[src/rtl/elevator_if.sv]
// Elevator controller signal bundle: request/tick inputs from the building
// side and motor/door/status outputs from the controller.
interface elevator_if #(
    parameter int NUM_FLOORS = 4
) ();
    localparam int FW = (NUM_FLOORS > 1) ? $clog2(NUM_FLOORS) : 1;

    logic                  step_tick;
    logic [NUM_FLOORS-1:0] call;
    logic                  DIR;
    logic                  RUN;
    logic [FW-1:0]         floor;
    logic                  door_open;
    logic [NUM_FLOORS-1:0] pending;

    // Building side: drives buttons and motor step ticks, observes status.
    modport master (
        output step_tick,
        output call,
        input  DIR,
        input  RUN,
        input  floor,
        input  door_open,
        input  pending
    );

    // Controller side.
    modport slave (
        input  step_tick,
        input  call,
        output DIR,
        output RUN,
        output floor,
        output door_open,
        output pending
    );
endinterface

[src/rtl/elevator_controller.sv]
// Single-cab elevator controller. Latches floor calls, drives a stepper motor
// FSM (RUN/DIR) and the doors. Requests are served with a sweep policy:
// keep going in the last travel direction while there is work ahead, then
// reverse. Position inside a floor span is tracked in motor steps.
module elevator_controller #(
    parameter int NUM_FLOORS      = 4,
    parameter int STEPS_PER_FLOOR = 512,
    parameter int DOOR_TICKS      = 64
) (
    input  logic      CLK,
    input  logic      reset_n,
    elevator_if.slave bus
);
    localparam int FW = (NUM_FLOORS > 1) ? $clog2(NUM_FLOORS) : 1;
    localparam int CW = (STEPS_PER_FLOOR > 1) ? $clog2(STEPS_PER_FLOOR) : 1;
    localparam int TW = $clog2(DOOR_TICKS + 1);

    localparam logic [CW-1:0] STEP_LAST = CW'(STEPS_PER_FLOOR - 1);
    localparam logic [CW-1:0] STEP_ONE  = CW'(1);
    localparam logic [TW-1:0] DOOR_LAST = TW'(DOOR_TICKS - 1);

    typedef enum logic [1:0] {
        IDLE      = 2'd0,
        MOVE_UP   = 2'd1,
        MOVE_DOWN = 2'd2,
        DOOR      = 2'd3
    } state_t;

    state_t                state_reg;
    logic [FW-1:0]         floor_reg;
    logic [CW-1:0]         step_cnt_reg;
    logic [TW-1:0]         door_timer_reg;
    logic [NUM_FLOORS-1:0] pending_reg;
    logic                  dir_reg;
    logic                  run_reg;
    logic                  door_open_reg;
    logic                  last_dir_reg;

    // Per-floor views relative to the cab position.
    logic [NUM_FLOORS-1:0] here_onehot;    // floor_reg
    logic [NUM_FLOORS-1:0] up_onehot;      // floor_reg + 1 (arrival floor when climbing)
    logic [NUM_FLOORS-1:0] req_above;      // pending strictly above floor_reg
    logic [NUM_FLOORS-1:0] req_below;      // pending strictly below floor_reg
    logic [NUM_FLOORS-1:0] req_beyond_up;  // pending strictly above floor_reg + 1

    genvar gi;
    generate
        for (gi = 0; gi < NUM_FLOORS; gi++) begin : g_floor
            assign here_onehot[gi]   = (int'(floor_reg) == gi);
            assign up_onehot[gi]     = (int'(floor_reg) + 1 == gi);
            assign req_above[gi]     = pending_reg[gi] && (gi > int'(floor_reg));
            assign req_below[gi]     = pending_reg[gi] && (gi < int'(floor_reg));
            assign req_beyond_up[gi] = pending_reg[gi] && (gi > int'(floor_reg) + 1);
        end
    endgenerate

    logic                  stopped;
    logic                  call_here;
    logic                  pend_here;
    logic                  call_up;
    logic                  pend_up;
    logic                  any_above;
    logic                  any_below;
    logic [NUM_FLOORS-1:0] pending_next;

    // While stopped, a call for the cab's own floor is answered by the door
    // directly, so it never becomes a latched request.
    always_comb begin
        stopped      = (state_reg == IDLE) || (state_reg == DOOR);
        call_here    = |(bus.call & here_onehot);
        pend_here    = |(pending_reg & here_onehot);
        call_up      = |(bus.call & up_onehot);
        pend_up      = |(pending_reg & up_onehot);
        any_above    = |req_above;
        any_below    = |req_below;
        pending_next = pending_reg | (bus.call & ~(stopped ? here_onehot : '0));
    end

    // Main controller FSM: request latching, travel, arrival decisions, door timing.
    always_ff @(posedge CLK or negedge reset_n) begin
        if (!reset_n) begin
            state_reg      <= IDLE;
            floor_reg      <= '0;
            step_cnt_reg   <= '0;
            door_timer_reg <= '0;
            pending_reg    <= '0;
            dir_reg        <= 1'b1;
            run_reg        <= 1'b0;
            door_open_reg  <= 1'b0;
            last_dir_reg   <= 1'b1;
        end else begin
            pending_reg <= pending_next;
            case (state_reg)
                IDLE: begin
                    if (call_here || pend_here) begin
                        state_reg      <= DOOR;
                        door_open_reg  <= 1'b1;
                        door_timer_reg <= '0;
                        pending_reg    <= pending_next & ~here_onehot;
                    end else if (last_dir_reg ? any_above : any_below) begin
                        // Keep sweeping the way we last travelled.
                        state_reg    <= last_dir_reg ? MOVE_UP : MOVE_DOWN;
                        run_reg      <= 1'b1;
                        dir_reg      <= last_dir_reg;
                        step_cnt_reg <= '0;
                    end else if (last_dir_reg ? any_below : any_above) begin
                        // Nothing ahead: reverse. DIR only changes here, with RUN low before.
                        state_reg    <= last_dir_reg ? MOVE_DOWN : MOVE_UP;
                        run_reg      <= 1'b1;
                        dir_reg      <= ~last_dir_reg;
                        last_dir_reg <= ~last_dir_reg;
                        step_cnt_reg <= '0;
                    end
                end

                MOVE_UP: begin
                    if (bus.step_tick) begin
                        if (step_cnt_reg == STEP_LAST) begin
                            // Arrival at floor_reg + 1.
                            step_cnt_reg <= '0;
                            floor_reg    <= floor_reg + 1'b1;
                            if (call_up || pend_up) begin
                                state_reg      <= DOOR;
                                run_reg        <= 1'b0;
                                door_open_reg  <= 1'b1;
                                door_timer_reg <= '0;
                                pending_reg    <= pending_next & ~up_onehot;
                            end else if (!(|req_beyond_up)) begin
                                state_reg <= IDLE;
                                run_reg   <= 1'b0;
                            end
                        end else begin
                            step_cnt_reg <= step_cnt_reg + 1'b1;
                        end
                    end
                end

                MOVE_DOWN: begin
                    if (bus.step_tick) begin
                        if (step_cnt_reg == '0) begin
                            // Leaving a floor: the cab is now above floor_reg - 1.
                            floor_reg    <= floor_reg - 1'b1;
                            step_cnt_reg <= STEP_LAST;
                        end else if (step_cnt_reg == STEP_ONE) begin
                            // Arrival at floor_reg.
                            step_cnt_reg <= '0;
                            if (call_here || pend_here) begin
                                state_reg      <= DOOR;
                                run_reg        <= 1'b0;
                                door_open_reg  <= 1'b1;
                                door_timer_reg <= '0;
                                pending_reg    <= pending_next & ~here_onehot;
                            end else if (!any_below) begin
                                state_reg <= IDLE;
                                run_reg   <= 1'b0;
                            end
                        end else begin
                            step_cnt_reg <= step_cnt_reg - 1'b1;
                        end
                    end
                end

                DOOR: begin
                    if (call_here) begin
                        // Someone pressed this floor again: hold the doors.
                        door_timer_reg <= '0;
                    end else if (bus.step_tick) begin
                        if (door_timer_reg == DOOR_LAST) begin
                            state_reg      <= IDLE;
                            door_open_reg  <= 1'b0;
                            door_timer_reg <= '0;
                        end else begin
                            door_timer_reg <= door_timer_reg + 1'b1;
                        end
                    end
                end

                default: begin
                    state_reg <= IDLE;
                    run_reg   <= 1'b0;
                end
            endcase
        end
    end

    assign bus.DIR       = dir_reg;
    assign bus.RUN       = run_reg;
    assign bus.floor     = floor_reg;
    assign bus.door_open = door_open_reg;
    assign bus.pending   = pending_reg;
endmodule
[src/flat_wrapper.sv]
// flat-port wrapper written by rule: the top's interface ports become plain ports
module elevator_controller_flat 
#(
    parameter int NUM_FLOORS      = 4,
    parameter int STEPS_PER_FLOOR = 512,
    parameter int DOOR_TICKS      = 64
)
  (CLK, reset_n, bus_step_tick, bus_call, bus_DIR, bus_RUN, bus_floor, bus_door_open, bus_pending);
  elevator_if #(.NUM_FLOORS(NUM_FLOORS)) bus_i ();
  input  logic CLK;
  input  logic reset_n;
  input wire logic [$bits(bus_i.step_tick)-1:0] bus_step_tick;
  input wire logic [$bits(bus_i.call)-1:0] bus_call;
  output wire logic [$bits(bus_i.DIR)-1:0] bus_DIR;
  output wire logic [$bits(bus_i.RUN)-1:0] bus_RUN;
  output wire logic [$bits(bus_i.floor)-1:0] bus_floor;
  output wire logic [$bits(bus_i.door_open)-1:0] bus_door_open;
  output wire logic [$bits(bus_i.pending)-1:0] bus_pending;
  assign bus_i.step_tick = bus_step_tick;
  assign bus_i.call = bus_call;
  assign bus_DIR = bus_i.DIR;
  assign bus_RUN = bus_i.RUN;
  assign bus_floor = bus_i.floor;
  assign bus_door_open = bus_i.door_open;
  assign bus_pending = bus_i.pending;
  elevator_controller #(.NUM_FLOORS(NUM_FLOORS), .STEPS_PER_FLOOR(STEPS_PER_FLOOR), .DOOR_TICKS(DOOR_TICKS)) u_core (.CLK(CLK), .reset_n(reset_n), .bus(bus_i));
endmodule
[config.mk]
export PLATFORM = sky130hd
export DESIGN_NAME = elevator_controller_flat
export DESIGN_NICKNAME = d
export VERILOG_FILES = /design/src/rtl/elevator_if.sv /design/src/rtl/elevator_controller.sv /design/src/flat_wrapper.sv
export SDC_FILE = /design/constraint.sdc
export NUM_CORES = 1
export LEC_CHECK = 0
export ABC_AREA = 0
export ABC_CLOCK_PERIOD_IN_PS = 3800
export CORE_MARGIN = 2
export CORE_UTILIZATION = 30
export CTS_CLUSTER_SIZE = 40
export DETAILED_ROUTE_END_ITERATION = 8
export SYNTH_ARGS = -nofsm -noshare
export SYNTH_HDL_FRONTEND = slang
export SYNTH_SLANG_ARGS = --single-unit
export TNS_END_PERCENT = 50
[constraint.sdc]
create_clock -name CLK -period 3.8 [get_ports CLK]
set_input_delay 0.76 -clock CLK [delete_from_list [all_inputs] [get_ports CLK]]
set_output_delay 0.76 -clock CLK [all_outputs]
set_load 0.02 [all_outputs]
==> impl_metrics.yaml <==
outcome:
  outcome: "finished clean"
synth:
  yosys-top-cells-area: "dfrtp_1 (29%), ha_1 (9.5%), a21oi_1 (6.1%)"
  netlist_area_mm2: 0.00223
  synth_top_area_share_pct: 29.2
  synth_adder_area_share_pct: 9.54
  ys.flop_type: "dfrtp_1"
  synthMuxAreaShare_pct: 2.47
  synth_area_leader_cell: "dfrtp_1"
  synth-simple-area-share_pct: 22.9
  syn_area_per_cell_um2: 8.20
  ys_warn_count: 0
  synth-seq-cells: 28
  synth_compound_area_share_pct: 25.4
  ys_types: 56
  synth_async_sr_flop_share_pct: 100
  synth_edf_count: 0
  syn_inst: 272
  syn_nets: 296
  synth_xor_area_share_pct: 2.36
  synth_top_family_by_area: "compound AO/OA/AOI/OAI gates"
  ys_seq_area_share_pct: 31.5
critical_path:
  slowest_delay_ps: 690
  crit_path_max_fanout: 8
  crit_chain: "inv_1 > ha_1 > and3b_1 > a221oi_1 > nand2b_1 > a21oi_1 > nor3_1 > mux2_2"
  r2r_start: "u_core.bus.floor[1]$_DFFE_PN0P_"
  critical_path_class: "reg2reg"
  cp-end-kind: "flop"
  startpoint: "u_core.bus.floor[1]$_DFFE_PN0P_"
  required_ps: 3980
  cpMaxStageDelayCell: "a221oi_1"
  crit_arrival_ps: 3090
  crit_path_start_kind: "flop"
routing:
  dr.pass1.iters: 5
  wl_per_cell_um: 14.4
  routed_wl_um: 5500
  via_per_inst: 5.44
  initialDrtViolationCount: 300
  via_count: 2077
  drc_errors: 0
  antenna_left: 0
cells_and_area:
  multi_input_area_mm2: 0.00140
  seq_area_um2: 703
  area_growth_syn_to_layout_pct: 13.7
  fillers: 758
  largest_register_ffs: 9
  final_cell_mix: "nand2_1 (28), a21oi_1 (27), dfrtp_1 (26)"
  finalCoreUtilization_pct: 35.2
  final_common_cell: "nand2_1"
  final_cell_area_mm2: 0.00254
  fin_nets: 308
  antenna_cells: 0
  final_layout_size_suffix_gt1_share_pct: 6.36
sta:
  maxSlewHeadroom_pct: 41.7
  tightest_slew_ps: 874
  fmax_mhz: 344
  setup_viol: 0
  drv_slew: 0
  period_minus_slack_ps: 2910
  setup_ws_ps: 891
  fin_crit_sh_pct: 76.6
  rsz0062_at_grt: "no"
  skew_ps: 11.6
  finalSetupTns_ps: 0
  hold_viol: 0
global_routing:
  track_usage_pct: 13.8
  grt_overflow: 0
  antenna_found_initial: 0
  grt_pass1_vias: 1891
  grt_max_degree: 29
  grt_pass1_wl_um: 9420
pwr:
  p_total_uw: 2440
  power_leakage_uw: 0.00105
  peakVddDrop_uv: 270
  powerDensity_mw_per_mm2: 960
clocking:
  cts_buffers: 3
  cts_tree: "yes"
  htreeDepth: 1
  worstSkewPairLatency_ps: 280
  holdBufCountCts: 0
  cts_buffer_depth: 2
  cts_resized: 0
  post-cts-setup-buffer-count: 0
  path_clk_slew_ps: 110
  clock_sinks: 28
  cts_root_buffer: "clkbuf_8"
place:
  place_hpwl_um: 4020
  pre_cts_ws_ps: 863
  portBuffers: 15
  gp_congestion: 0.950
  place_area_mm2: 0.00246
floorplanning:
  io_pins: 16
  die_height_um: 90.2
  core-area_mm2: 0.00721
  fp.dieArea_mm2: 0.00814
  rows: 31
  die_x_um: 90.2
  initial_utilization_pct: 30.9
run:
  drv_cap: 0
worst_hold_path:
  hold_class: "reg2reg"
  min_from: "u_core.door_timer_reg[6]$_DFFE_PN0P_"
## final timing paths
path	cells after the start	end	slack [ps]
worst min register to register	1	u_core.door_timer_reg[6]$_DFFE_PN0P_	500
worst max register to register	8	u_core.state_reg[1]$_DFFE_PN0P_	890
worst min-delay path	1	u_core.door_timer_reg[6]$_DFFE_PN0P_	500
min in group asynchronous	2	u_core.step_cnt_reg[6]$_DFFE_PN0P_	850
max in group asynchronous	2	u_core.bus.DIR$_DFFE_PN1P_	2650
worst max-delay path	8	u_core.state_reg[1]$_DFFE_PN0P_	890
## worst max-delay path: cells and delay by family, from the launching register on
kind,cells,cell delay (ps)
AOI/OAI and AO/OA,2,770
muxes,1,380
DFF,1,470
buffers and inverters,1,180
and+or+nand+nor,3,740
adders and majority gates,1,260
## cells by family after synthesis
group,count (synthesis)
compound gates,86
xor+xnor,6
fa+ha+maj,17
buf+inv,29
flops,28
mux,5
simple gates,101
## synthesized netlist by cell type, types with 3 or more instances
cell type  instances
nand2_1           28
a21oi_1           27
dfrtp_1           26
nor2_1            20
inv_1             18
ha_1              17
o21ai_0           17
nand3_1           14
clkbuf_1           6
nor3_1             6
a22oi_1            5
or3_1              5
a22o_1             4
mux2_2             4
nand2b_1           4
a221oi_1           3
a31oi_1            3
and3_1             3
nor3b_1            3
nor4_1             3
o22ai_1            3
xnor2_1            3
xor2_1             3
## final cells by class
class                   instances  share of cell area [%]
clock buffers                   3                    1.63
clock inverters                 1                    1.18
inverters                      18                    2.66
multi-input cells             215                    55.1
flip-flops and latches         28                    27.7
well taps                      99                    4.88
repair buffers                 18                    6.81
## metal layers
metal  vias up  routed length (µm)  GRT usage, %
li1       1007                   -             -
met1       990                2710          20.1
met2        74                2450          20.7
met3         6                 284          3.02
met4         0                  53          3.46
met5         -                   0             0
## per-stage QoR
stage	hold slack (ps)	std cells
2_1_floorplan	451	272
3_3_place_gp	463	378
3_5_place_dp	475	378
4_1_cts	501	382
5_1_grt	520	382
6_report	496	382
## power breakdown
group	internal (µW)	total [µW]	switching, µW
Clock	141	240	99.1
Combinational	650	1630	981
Sequential	407	564	157
Total	1200	2440	1240
Power figures use the tool's default switching activity.
